### src/rtl/game_state_fsm.sv
// Game-flow controller: sequences IDLE/PLAY/PAUSE/WIN/LOSE from buttons, HP levels and an
// optional round timer; latches the outcome and counts wins.
module game_state_fsm #(
  parameter int unsigned BOSS_HP_W   = 10,
  parameter int unsigned PLAYER_HP_W = 2,
  parameter int unsigned NUM_PLAYERS = 1,
  parameter int unsigned TIME_LIMIT  = 0,
  parameter int unsigned TIME_W      = 8,
  parameter int unsigned WIN_CNT_W   = 4
) (
  input  logic                               clk,
  input  logic                               rst,
  input  logic                               start_btn,
  input  logic                               pause_btn,
  input  logic                               sec_tick,
  input  logic [BOSS_HP_W-1:0]               boss_hp,
  input  logic [NUM_PLAYERS*PLAYER_HP_W-1:0] player_hp,
  output logic [2:0]                         game_state,
  output logic [NUM_PLAYERS-1:0]             players_alive,
  output logic [TIME_W-1:0]                  time_left,
  output logic                               state_changed,
  output logic [WIN_CNT_W-1:0]               win_count
);

  typedef enum logic [2:0] {
    StIdle  = 3'd0,
    StPlay  = 3'd1,
    StPause = 3'd2,
    StWin   = 3'd3,
    StLose  = 3'd4
  } state_e;

  localparam logic [TIME_W-1:0]    TimeInit = TIME_W'(TIME_LIMIT);
  localparam bit                   TimerEn  = (TIME_LIMIT != 0);
  localparam logic [WIN_CNT_W-1:0] WinMax   = '1;

  state_e                 r_state, w_state_next;
  logic [NUM_PLAYERS-1:0] r_alive, w_alive;
  logic [TIME_W-1:0]      r_time_left, w_time_next;
  logic                   r_state_changed;
  logic [WIN_CNT_W-1:0]   r_win_count, w_win_next;
  logic                   w_boss_dead;
  logic                   w_party_dead;
  logic                   w_timeout;

  // Per-player liveness straight from the live HP bus, so a death is judged this cycle.
  always_comb begin
    w_alive = '0;
    for (int i = 0; i < NUM_PLAYERS; i++) begin
      w_alive[i] = |player_hp[i*PLAYER_HP_W +: PLAYER_HP_W];
    end
  end

  assign w_boss_dead  = (boss_hp == '0);
  assign w_party_dead = (w_alive == '0);
  assign w_timeout    = TimerEn && (r_time_left == '0);

  always_comb begin
    w_state_next = r_state;
    unique case (r_state)
      StIdle: begin
        if (start_btn) w_state_next = StPlay;
      end
      StPlay: begin
        if (w_boss_dead)       w_state_next = StWin;
        else if (w_party_dead) w_state_next = StLose;
        else if (w_timeout)    w_state_next = StLose;
        else if (pause_btn)    w_state_next = StPause;
      end
      StPause: begin
        if (pause_btn) w_state_next = StPlay;
      end
      StWin, StLose: begin
        if (start_btn) w_state_next = StIdle;
      end
      default: w_state_next = StIdle;
    endcase
  end

  always_comb begin
    w_time_next = r_time_left;
    if (r_state == StIdle && start_btn) begin
      w_time_next = TimeInit;
    end else if (r_state == StPlay && TimerEn && sec_tick && r_time_left != '0) begin
      w_time_next = r_time_left - 1'b1;
    end
  end

  always_comb begin
    w_win_next = r_win_count;
    if (w_state_next == StWin && r_state != StWin && r_win_count != WinMax) begin
      w_win_next = r_win_count + 1'b1;
    end
  end

  always_ff @(posedge clk) begin
    if (rst) begin
      r_state         <= StIdle;
      r_alive         <= '0;
      r_time_left     <= TimeInit;
      r_state_changed <= 1'b0;
      r_win_count     <= '0;
    end else begin
      r_state         <= w_state_next;
      r_alive         <= w_alive;
      r_time_left     <= w_time_next;
      r_state_changed <= (w_state_next != r_state);
      r_win_count     <= w_win_next;
    end
  end

  assign game_state    = r_state;
  assign players_alive = r_alive;
  assign time_left     = r_time_left;
  assign state_changed = r_state_changed;
  assign win_count     = r_win_count;

endmodule
### config.mk
export PLATFORM = sky130hd
export DESIGN_NAME = game_state_fsm
export DESIGN_NICKNAME = d
export VERILOG_FILES = /design/src/rtl/game_state_fsm.sv
export SDC_FILE = /design/constraint.sdc
export NUM_CORES = 1
export LEC_CHECK = 0
export BUFFER_PORTS_ARGS = -buffer_cell sky130_fd_sc_hd__buf_2
export CORE_MARGIN = 5
export CORE_UTILIZATION = 45
export DETAILED_ROUTE_END_ITERATION = 10
export PLACE_DENSITY_LB_ADDON = 0.05
export SLEW_MARGIN = 20
export SYNTH_ARGS = -nofsm -noshare
export SYNTH_HDL_FRONTEND = slang
export SYNTH_SLANG_ARGS = --single-unit
### constraint.sdc
create_clock -name clk -period 3 [get_ports clk]
set_clock_uncertainty 0.05 [all_clocks]
set_input_delay 0.15 -clock clk [delete_from_list [all_inputs] [get_ports clk]]
set_output_delay 0.15 -clock clk [all_outputs]
set_load 0.05 [all_outputs]
==> results summary <==
The number of hold violations in the final report came out at 0. After detailed routing, the total wire length is 1380 µm. The logic gate share of total power is 29.6%. For the worst-skew pair, the clock arrives at the later sink with an insertion delay of 0.27 ns. The transition time at the pin with the least slew margin is 0.592 ns. Counting every sink on the clock net gives 9.

The antenna violation net count after detailed routing came out at 0. The core area is 0.00128 mm². The clock root buffer is sky130_fd_sc_hd__clkbuf_4. The routing usage on met2 is 24.4%. For met3 alone, demand over resource in global routing was 5.75%. 34 I/O pins were placed. The clock-pin slew on the worst setup and hold paths came out at 0.07 ns. The effective utilization at floorplan came out at 47.5%. The maximum VDD drop is 0.325 mV. The leakage power is 0.334 nW. The shortest clock period the worst path allows after layout is 2.18 ns.

The worst setup path is captured at a flop. The share of total power dissipated in the clock network is 30.1%. The run finished with clean final reports. The total of endpoints with negative setup slack in the final report came out at 0. Dividing the detail-routed wire length by the instance count gives 12.6 µm.

The number of antenna violations at the first check in global routing came out at 0. The violation count after the first detailed-route iteration came out at 9. The final net count is 114.

Data arrives at the worst endpoint at 2.33 ns. The tightest min-delay check is of the input pin to flop type. The total global routing track utilization came out at 14.3%.

The power share of the sequential group came out at 40.3%. The fraction of final layout cells sized beyond drive strength 1 came out at 37.9%. The global routing stage identified its most utilized layer as met2.

The synthesized netlist occupies a cell area of 611 µm². The via count of the first global-routing pass came out at 548. The net switching power of the design is 0.126 mW. The fmax came out at 0.460 GHz.

The number of H-tree levels is 1. The full die area came out at 0.00219 mm². The global-route wire length before repair is 2200 µm. The utilization after layout is 56.7%. The count of buffers added on input and output ports is 24. The share of synthesized area occupied by flip-flops and latches came out at 29.5%.

In the finished design, the share of the clock period the worst path needs comes to 72.5%. The detailed-route DRC error count came out at 0. The via count came out at 580. The Yosys step of the flow raised 0 warnings. In this run the power density over the cells is 448 mW/mm². The met1 layer usage reported by global route came out at 14.5%. Summed over all failing endpoints, the final setup total negative slack is 0 ns. Setup repair after global routing left no endpoint under its margin.

The maximum root-to-sink buffer count is 2. The average instance area after synthesis came out at 8.72 µm². The weighted congestion at the end of routability-driven global placement is 0.877. Once the clock tree was built, the setup fixing pass inserted 0 buffers.

The internal power component came out at 0.200 mW. Before antenna repair, the detailed router went through 4 iterations. The switching power as a share of total power is 38.5%. The post-DP HPWL is 1090 µm. Gates resized during post-CTS repair numbered 0. The total inserted antenna cells is 0. The total congestion overflow after global routing came out at 0. The type of the worst setup path is flop to flop. Entering global routing, the biggest net connects 11 pins.

The standard-cell row count is 13. Yosys mapped the design onto 35 distinct sky130hd cell types. The height of the die is 46.8 µm. The reported max-cap violation count came out at 0. Counting every instance in the synthesized netlist gives 70. From synthesis to final layout, the design area changed by 19.3%.

In this run the tightest slew margin relative to its limit is 60.5%. Dividing the detail-routed via count by the number of cells gives 5.27. Along the worst path, the maximum fanout reaches 9. The number of clock buffers inserted by TritonCTS came out at 3. STA classifies the critical path startpoint as a flop. The hold buffer count at CTS came out at 0. The number of pins with negative max-slew slack in the final report was 0.

TritonCTS built the clock tree. The number of register bits inferred by synthesis came out at 9. The required arrival time at the worst endpoint came out at 3.16 ns. The die is 46.8 µm wide.
[cell usage after synthesis, drive strengths merged]
master	count	area share, %
a2111oi	1	1.4
nor4	2	4.5
clkbuf	1	0.61
o2bb2ai	1	1.4
nand3	1	0.82
inv	3	1.8
or4	4	6.1
nor3b	1	1.2
mux2i	1	1.6
a32o	1	1.6
nor3	2	3.5
o21bai	1	1.8
o21ai	4	3.3
and3	1	1.2
or3b	2	3.3
a21oi	4	3.3
nor2b	1	1.0
conb	1	0.61
ha	1	2.0
a31oi	2	2.0
xor2	1	1.4
buf	9	12
dfxtp	9	30
nor2	9	5.5
or2	1	1.0
o31ai	3	3.7
a211oi	1	2.0
or3	1	1.0
nand2	1	0.61
[layer usage]
metal  up-vias  share of wire, %
li1        292                 -
met1       264                35
met2        18                54
met3         6               9.0
met4         0               2.2
met5         -                 0
[critical path: stages, from the launching register on]
cell,delay (ns)
sky130_fd_sc_hd__dfxtp_1,0.50
sky130_fd_sc_hd__or3b_4,0.46
sky130_fd_sc_hd__nor4_4,0.33
sky130_fd_sc_hd__o21bai_2,0.15
sky130_fd_sc_hd__or4_1,0.48
sky130_fd_sc_hd__a21oi_1,0.14
[metrics by stage]
step           hold WS (ns)  power [mW]  worst slack, ns  instance area (µm²)  instances
2_1_floorplan         0.236       0.218            0.633                  637         77
5_1_grt               0.115       0.343            0.694                  728        110
4_1_cts              0.0962       0.332            0.806                  728        110
3_3_place_gp          0.373       0.229            0.858                  701        106
3_5_place_dp          0.379       0.231            0.826                  701        106
6_report              0.107       0.326            0.825                  728        110
[sequential cells by signal, indices dropped and copies added (netlist names)]
signal         flops
win_count          4
game_state         3
players_alive      1
state_changed      1
[power groups by stage]
stage,Clock [mW],Sequential (mW),Combinational (mW)
2_1_floorplan,0,0.153,0.0657
3_3_place_gp,0,0.134,0.0952
3_5_place_dp,0,0.134,0.0963
4_1_cts,0.103,0.132,0.0966
5_1_grt,0.107,0.133,0.104
6_report,0.0981,0.131,0.0963
[layout make-up]
class,instances,area [µm²]
fillers,133,557
inverters,3,11.3
clock buffers,3,22.5
well taps,15,18.8
clock inverters,1,5.00
repair buffers,24,120
flip-flops and latches,9,180
multi-input cells,55,370
[cells in the final DEF, fill, tap and decap left out, types with 2 or more instances in the layout]
cell type / count
sky130_fd_sc_hd__buf_2: 24
sky130_fd_sc_hd__nor2_1: 9
sky130_fd_sc_hd__dfxtp_1: 9
sky130_fd_sc_hd__conb_1: 8
sky130_fd_sc_hd__a21oi_1: 4
sky130_fd_sc_hd__inv_1: 3
sky130_fd_sc_hd__o31ai_1: 3
sky130_fd_sc_hd__clkbuf_4: 3
sky130_fd_sc_hd__or4_4: 2
sky130_fd_sc_hd__o21ai_0: 2
sky130_fd_sc_hd__o21ai_1: 2
sky130_fd_sc_hd__a31oi_1: 2
sky130_fd_sc_hd__or4_1: 2
[final timing paths]
path,start,depth (start not counted),slack [ns],endpoint
worst min register to register,win_count[3],2,0.45,win_count[3]
worst max register to register,game_state[0],5,0.82,win_count[3]
worst max-delay path,game_state[0],5,0.82,win_count[3]
worst min-delay path,rst,2,0.11,win_count[0]
[kinds of logic after synthesis]
group                    after synthesis  share of synthesized area (%)
AND/OR/NAND/NOR                       26                           29.9
AO/OA/AOI/OAI                         18                           20.7
buffers and inverters                 13                           14.1
flip-flops                             9                           29.5
adder cells (fa/ha/maj)                1                           2.05
other                                  1                          0.614
XOR/XNOR                               1                           1.43
multiplexers                           1                           1.64
No activity file was read; power rests on OpenSTA's default activity.
